===== src/rtl/fp_normalize_pack.sv =====
// Post-addition normalize / round-to-nearest-even / pack stage of the FP32 vector adder.
// Handshaked on both sides; normalization is 1 bit per cycle or LZC-based single cycle.
module fp_normalize_pack #(
  parameter int EXP_W     = 8,
  parameter int MAN_W     = 23,
  parameter int FAST_NORM = 0
) (
  input  logic                     clk_i,
  input  logic                     rst_ni,
  input  logic                     in_valid_i,
  output logic                     in_ready_o,
  input  logic                     sign_i,
  input  logic [EXP_W-1:0]         exp_i,
  input  logic [MAN_W+3:0]         sig_i,
  output logic                     out_valid_o,
  input  logic                     out_ready_i,
  output logic [EXP_W+MAN_W:0]     result_o,
  output logic                     overflow_o,
  output logic                     inexact_o
);
  localparam int SW = MAN_W + 4;
  localparam int RW = 1 + EXP_W + MAN_W;
  // Two spare bits so carry increments and the EMAX compare never wrap.
  localparam int EW = EXP_W + 2;
  localparam logic [EW-1:0] EMAX = EW'((1 << EXP_W) - 1);

  typedef enum logic [1:0] {S_IDLE, S_NORM, S_ROUND, S_OUT} state_t;

  state_t          state_q, state_d;
  logic            sign_q, sign_d;
  logic [EW-1:0]   e_q, e_d;
  logic [SW-1:0]   s_q, s_d;
  logic [RW-1:0]   res_q, res_d;
  logic            ovf_q, ovf_d;
  logic            inex_q, inex_d;

  logic [EW-1:0]   e_in, lz, sh;
  logic [SW-1:0]   s_sh;
  logic [EW-1:0]   e_sh;

  function automatic logic [EW-1:0] lzc(input logic [SW-2:0] v);
    logic [EW-1:0] n;
    n = EW'(SW - 1);
    for (int i = 0; i < SW - 1; i++) begin
      if (v[i]) n = EW'(SW - 2 - i);
    end
    return n;
  endfunction

  // Returns {overflow, inexact, packed word}. A result whose integer bit is
  // still clear is subnormal (or zero) and packs with exponent 0.
  function automatic logic [RW+1:0] rne_round(input logic sgn, input logic [EW-1:0] e,
                                               input logic [SW-1:0] s);
    logic                up;
    logic [MAN_W+1:0]    m;
    logic [EW-1:0]       er;
    logic                ovf;
    logic                inex;
    logic [EXP_W-1:0]    ex;
    up   = s[1] & (s[0] | s[2]);
    m    = {1'b0, s[SW-2:2]} + (MAN_W+2)'(up);
    er   = e;
    if (m[MAN_W+1]) begin
      m  = m >> 1;
      er = er + EW'(1);
    end
    ovf  = m[MAN_W] && (er >= EMAX);
    inex = s[1] | s[0] | ovf;
    ex   = m[MAN_W] ? er[EXP_W-1:0] : '0;
    if (ovf) return {1'b1, 1'b1, sgn, {EXP_W{1'b1}}, {MAN_W{1'b0}}};
    return {ovf, inex, sgn, ex, m[MAN_W-1:0]};
  endfunction

  always_ff @(posedge clk_i or negedge rst_ni) begin
    if (!rst_ni) begin
      state_q <= S_IDLE;
      sign_q  <= 1'b0;
      e_q     <= '0;
      s_q     <= '0;
      res_q   <= '0;
      ovf_q   <= 1'b0;
      inex_q  <= 1'b0;
    end else begin
      state_q <= state_d;
      sign_q  <= sign_d;
      e_q     <= e_d;
      s_q     <= s_d;
      res_q   <= res_d;
      ovf_q   <= ovf_d;
      inex_q  <= inex_d;
    end
  end

  always_comb begin
    state_d = state_q;
    sign_d  = sign_q;
    e_d     = e_q;
    s_d     = s_q;
    res_d   = res_q;
    ovf_d   = ovf_q;
    inex_d  = inex_q;
    e_in    = (exp_i == '0) ? EW'(1) : EW'(exp_i);
    lz      = lzc(s_q[SW-2:0]);
    sh      = (lz < e_q - EW'(1)) ? lz : e_q - EW'(1);
    s_sh    = s_q << 1;
    e_sh    = e_q - EW'(1);

    unique case (state_q)
      S_IDLE: begin
        if (in_valid_i) begin
          sign_d = sign_i;
          e_d    = e_in;
          s_d    = sig_i;
          if (sig_i == '0) begin
            sign_d  = 1'b0;
            state_d = S_ROUND;
          end else if (sig_i[SW-1]) begin
            // Bit shifted out on the carry path folds into sticky.
            s_d     = {1'b0, sig_i[SW-1:2], sig_i[1] | sig_i[0]};
            e_d     = e_in + EW'(1);
            state_d = S_ROUND;
          end else begin
            state_d = S_NORM;
          end
        end
      end
      S_NORM: begin
        if (FAST_NORM != 0) begin
          s_d     = s_q << sh;
          e_d     = e_q - sh;
          state_d = S_ROUND;
        end else if (!s_q[SW-2] && (e_q > EW'(1))) begin
          s_d = s_sh;
          e_d = e_sh;
          if (s_sh[SW-2] || (e_sh <= EW'(1))) state_d = S_ROUND;
        end else begin
          state_d = S_ROUND;
        end
      end
      S_ROUND: begin
        {ovf_d, inex_d, res_d} = rne_round(sign_q, e_q, s_q);
        state_d = S_OUT;
      end
      S_OUT: begin
        if (out_ready_i) state_d = S_IDLE;
      end
      default: state_d = S_IDLE;
    endcase
  end

  assign in_ready_o  = (state_q == S_IDLE);
  assign out_valid_o = (state_q == S_OUT);
  assign result_o    = res_q;
  assign overflow_o  = ovf_q;
  assign inexact_o   = inex_q;

endmodule


===== config.mk =====
export PLATFORM = sky130hd
export DESIGN_NAME = fp_normalize_pack
export DESIGN_NICKNAME = d
export VERILOG_FILES = /design/src/rtl/fp_normalize_pack.sv
export SDC_FILE = /design/constraint.sdc
export NUM_CORES = 1
export LEC_CHECK = 0
export ABC_AREA = 0
export BUFFER_PORTS_ARGS = -buffer_cell sky130_fd_sc_hd__buf_2
export CORE_ASPECT_RATIO = 1.1
export CORE_MARGIN = 1
export CORE_UTILIZATION = 49
export CTS_CLUSTER_DIAMETER = 60
export DETAILED_ROUTE_END_ITERATION = 10
export MAX_ROUTING_LAYER = met4
export PLACE_DENSITY = 0.68
export SLEW_MARGIN = 20
export SYNTH_ARGS = -nofsm -noshare
export SYNTH_HDL_FRONTEND = slang
export SYNTH_SLANG_ARGS = --single-unit
export TNS_END_PERCENT = 50

===== constraint.sdc =====
create_clock -name clk_i -period 3 [get_ports clk_i]
set_clock_uncertainty 0.1 [all_clocks]
set_input_delay 0.75 -clock clk_i [delete_from_list [all_inputs] [get_ports clk_i]]
set_output_delay 0.75 -clock clk_i [all_outputs]
set_load 0.03 [all_outputs]

After elaboration in Yosys (flattened, before gate mapping)
Index checks and enable logic that the tools add are counted.
{"block": "classes", "n_addsub": 4, "order_cmp": 3, "bitwise_logic": 5, "n_reduce_logical": 11, "n_mux": 28, "n_eq_ne": 7}
{"cell": "$mux W26", "n": 4}
{"cell": "$mux W34", "n": 2}
{"cell": "$pmux W26 S2", "n": 1}
{"cell": "$mux W24", "n": 2}
{"cell": "$mux W10", "n": 4}
{"cell": "$logic_not A27 Y1", "n": 1}
{"cell": "$add A24 B1 Y25", "n": 1}
{"cell": "$pmux W10 S2", "n": 1}
{"cell": "$mux W9", "n": 2}
{"cell": "$mux W8", "n": 2}
{"cell": "$mux W2", "n": 6}
{"cell": "$add A10 B1 Y10 const B", "n": 1}
{"cell": "$ge A10 B8 Y1 const B", "n": 1}
{"cell": "$gt A10 B1 Y1 const B", "n": 1}
{"cell": "$le A10 B1 Y1 const B", "n": 1}
{"cell": "$sub A10 B1 Y10 const B", "n": 1}
{"cell": "$add A8 B1 Y9 const B", "n": 1}
{"cell": "$logic_not A8 Y1", "n": 1}
{"cell": "$pmux W2 S4", "n": 1}
{"cell": "$reduce_and A3 Y1", "n": 2}
{"cell": "$eq A2 B2 Y1 const B", "n": 2}
{"cell": "$ne A2 B2 Y1 const B", "n": 2}
{"cell": "$or A1 B1 Y1", "n": 4}
{"cell": "$mux W1", "n": 3}
{"cell": "10 further kinds", "n": 11}
{"block": "word_totals", "regBits": 73, "in_bits": 40, "elab_cells": 65}

Depth between registers and ports, before layout
{"block": "logic_depth", "ltp_word": 10, "ltp_mapped": 10, "depth_no_buf": 9}

Worst setup path after synthesis
No wires, ideal clock.
{"block": "synth_timing", "path_kind": "register -> register", "from": "register s_q[1]", "to": "register ovf_q (netlist: overflow_o)", "path_stages_with_launch": 10, "n_path_buf": 0, "setup_slack_ps": 524, "period_less_slack_ps": 2476, "arrival_time_ps": 2251, "setup_ps": 125, "path_cell_list": "dfrtp_1 -> and2_1 -> ha_1 -> and3_1 -> nand2b_1 -> nor4_4 -> mux2i_1 -> o2bb2ai_4 -> and2_4 -> mux2_2"}
{"block": "synth_between", "elab_chain_len": 9, "elab_cells_between_ends": 11}
{"item": "from (decl)", "line_no": "32", "rtl": "logic [SW-1:0] s_q, s_d;"}
{"item": "from (signal assigned)", "line_no": "79", "rtl": "s_q <= '0;"}
{"item": "from (signal assigned)", "line_no": "87", "rtl": "s_q <= s_d;"}
{"item": "$and A1 B1 Y1 *", "line_no": "60", "rtl": "up = s[1] & (s[0] | s[2]);"}
{"item": "$add A24 B1 Y25 *", "line_no": "61", "rtl": "m = {1'b0, s[SW-2:2]} + (MAN_W+2)'(up);"}
{"item": "$mux W10", "line_no": "63", "rtl": "if (m[MAN_W+1]) begin"}
{"item": "$mux W10", "line_no": "108", "rtl": "unique case (state_q)"}
{"item": "$ge A10 B8 Y1", "line_no": "67", "rtl": "ovf = m[MAN_W] && (er >= EMAX);"}
{"item": "$logic_and A1 B1 Y1 *", "line_no": "67"}
{"item": "$mux W1", "line_no": "70", "rtl": "if (ovf) return {1'b1, 1'b1, sgn, {EXP_W{1'b1}}, {MAN_W{1'b0}}};"}
{"item": "$mux W1", "line_no": "108"}
{"item": "$mux W34 *", "line_no": "71", "rtl": "return {ovf, inex, sgn, ex, m[MAN_W-1:0]};"}
{"item": "to (signal assigned)", "line_no": "89", "rtl": "ovf_q <= ovf_d;"}
{"item": "to (decl)", "line_no": "34", "rtl": "logic ovf_q, ovf_d;"}
Mark *: on every way between the ends. The rest lies on a longest branch, timed or not. The select of a mux whose other input is x is not followed.
A chain may end at the register's enable or synchronous reset.

Worst setup path in the final report
Ends and elaborated chain as after synthesis.

==> results.yml <==
status:
  status: "finished, final reports clean"
sta:
  period_share_pct: 92.02
  worstMarginPinSlew_ns: 0.7112
  hold_slack_ns: 0.3305
  final-hold-violation-count: 0
  setup-tns-final_ns: 0
  max_slew_margin_pct: 52.58
  setup_ws_ns: 0.2394
  rsz0062_at_grt: "false"
  period_minus_slack_ns: 2.761
  finalSetupViolCount: 0
  slew_viol_final: 0
  max_clock_freq_mhz: 362.2
route:
  first_pass_iters: 5
  routed_via_density: 5.658
  route.detailed.drc: 0
  vias: 4153
  drtAntennaViolNets: 0
  routed_wl_um: 11320
  first_iter_violations: 197
  wl_per_cell_um: 15.42
global_route:
  first_global_vias: 3810
  track_usage_pct: 25.14
  grt_pass1_wl_um: 19180
  gr-total-overflow: 0
  antenna_found_initial: 0
  grt_max_degree: 66
cts:
  hold_buffers: 0
  cts_buffers: 9
  cts_root_buffer: "clkbuf_8"
  cts-resized-gates: 0
  cts.clk_slew.worst_paths_ns: 0.08
  clkSinkCount: 73
  tritoncts: "yes"
  htreeDepth: 3
  post_cts.repair.setup_buffers: 0
  clock_path_buffers: 2
  clock_latency_ns: 0.37
critical_path:
  cp_slowest_stage_delay_ns: 0.44
  crit_fanout: 12
  end_kind: "flop"
  arrival_ns: 2.91
  critical_path_class: "flop to flop"
  slowest_stage: "dfrtp_1"
  required_ns: 3.15
  startpoint_type: "flop"
  crit_chain: "and2_1, ha_1, and3_1, nand2b_1, nor4_4, mux2i_1, o2bb2ai_4, and2_4, mux2_2"
place:
  gp_congestion: 0.8831
  dp.cells: 719
  placed_area_mm2: 0.005225
  port_buffers: 75
  dp_hpwl_um: 8505
  place_ws_ns: 0.2307
yosys:
  synth_edf_count: 0
  yosys-top-cells-count: "dfrtp_1, nand2_1, nor2_1"
  ys_top_cells_by_area: "dfrtp_1, mux2i_1, nand2_1, a21oi_1, nor2_1"
  syn_nets: 601
  synth_top_area_share_pct: 38.44
  yosysMostFrequentCell: "dfrtp_1"
  yosys_warnings: 0
  yosysUniqueCellTypes: 53
  yosys.area.top_type: "dfrtp_1"
  ys_seq_elements: 73
  ys_seq_area_share_pct: 38.44
  synthFlopType: "dfrtp_1"
  syn_area_mm2: 0.004752
  synth-async-reset-ratio_pct: 100.0
  syn_area_per_cell_um2: 8.624
  synth_cells: 551
floorplanning:
  die_w_um: 95.90
  start_util_pct: 50.57
  core_area_mm2: 0.009398
  die_h_um: 105.3
  num_rows: 37
  die-area_mm2: 0.01010
  pin_count: 76
power:
  p_int_mw: 3.175
  leakage_nw: 2.490
  swShare_pct: 46.27
  seq_power_share_pct: 33.6
  pwr-share-clk_pct: 17.4
  p_comb_share_pct: 48.9
  power.density_mw_per_mm2: 1076
  power.total_mw: 5.909
  power.switching_mw: 2.734
  vdd_drop_max_v: 0.0005577
layout:
  fillers: 877
  areaGrowthSynthToFinish_pct: 15.53
  fin_cells: 734
  final_area_mm2: 0.005490
  utilization_pct: 58.42
  nNetsFinal: 663
  diodes: 0
  layout-drive-gt1-share_pct: 19.45
job:
  maxCapViolCount: 0
hold_path:
  hold_path_class: "input pin to async pin"
-- layout by cell type (no fill, tap or decap), drive strengths merged, types with 3 or more instances in the layout --
cell type  count
nand2b         4
o31ai          3
mux2i         28
a21oi         48
mux2           3
buf           87
clkbuf        10
dfrtp         73
o21ai         33
xor2          20
inv           10
o2bb2ai       20
or3           10
and3          10
o211ai         3
nor2          64
xnor2         16
nor3           9
ha            10
nand2         69
nor4          13
a22o          12
nand3         17
and2           3
o22ai          5
bufinv         4
nand4         15
-- power groups by stage --
stage	Combinational (mW)	Sequential [mW]	Clock (mW)
3_3_place_gp	2.84	1.96	0
4_1_cts	2.90	1.97	1.04
3_5_place_dp	2.89	1.99	0
6_report	2.89	1.99	1.03
2_1_floorplan	1.97	2.12	0
5_1_grt	3.22	2.06	1.08
-- flip-flops by register name, summed over array words and instances (netlist names) --
signal	flops
result_o	32
sign_q	1
overflow_o	1
inexact_o	1
e_q	10
state_q	2
s_q	26
-- layer usage --
layer / global-route usage [%] / wire length, um / up-vias / part of all wire [%]
li1: - / - / 2092 / -
met1: 37.47 / 5700 / 1936 / 50
met2: 35.15 / 4922 / 114 / 43
met3: 3.896 / 559 / 11 / 4.9
met4: 7.463 / 134 / 0 / 1.2
met5: - / 0 / - / 0
-- kinds of logic (layout without fill, tap and decap cells) --
logic type | count (synthesis) | count (layout) | synth area share [%]
AO/OA/AOI/OAI | 134 | 134 | 18.88
XOR/XNOR | 36 | 36 | 6.635
adder cells (fa/ha/maj) | 10 | 10 | 2.633
buffers and inverters | 47 | 113 | 4.371
flip-flops | 73 | 73 | 38.44
multiplexers | 31 | 31 | 6.609
AND/OR/NAND/NOR | 220 | 220 | 22.43
-- area by class of cell --
class / count / area, um2 / area share [%]
tap: 117 / 146.4 / 2.666
clock inverter: 5 / 127.6 / 2.325
inverter: 11 / 41.29 / 0.7521
sequential: 73 / 1827 / 33.27
clock buffer: 10 / 137.6 / 2.507
multi-input combinational: 431 / 2720 / 49.54
timing repair buffer: 87 / 490.5 / 8.933
-- worst max-delay path: cells and delay by family, from the launching register on --
family / cells / cell delay [ns]
simple gates: 5 / 1.15
mux: 2 / 0.64
flops: 1 / 0.44
fa+ha+maj: 1 / 0.18
compound gates: 1 / 0.12
-- worst paths after layout --
path                              startpoint      endpoint  slack [ns]  cells past startpoint
max in group asynchronous             rst_ni        e_q[4]        1.78                      2
worst max register to register        s_q[1]    overflow_o        0.24                      9
min in group clk_i              result_o[23]  result_o[23]        0.39                      1
worst min register to register  result_o[23]  result_o[23]        0.39                      1
worst max-delay path                  s_q[1]    overflow_o        0.24                      9
worst min-delay path                  rst_ni   result_o[8]        0.33                      1
Note: power is estimated with default switching activity, not from simulation.
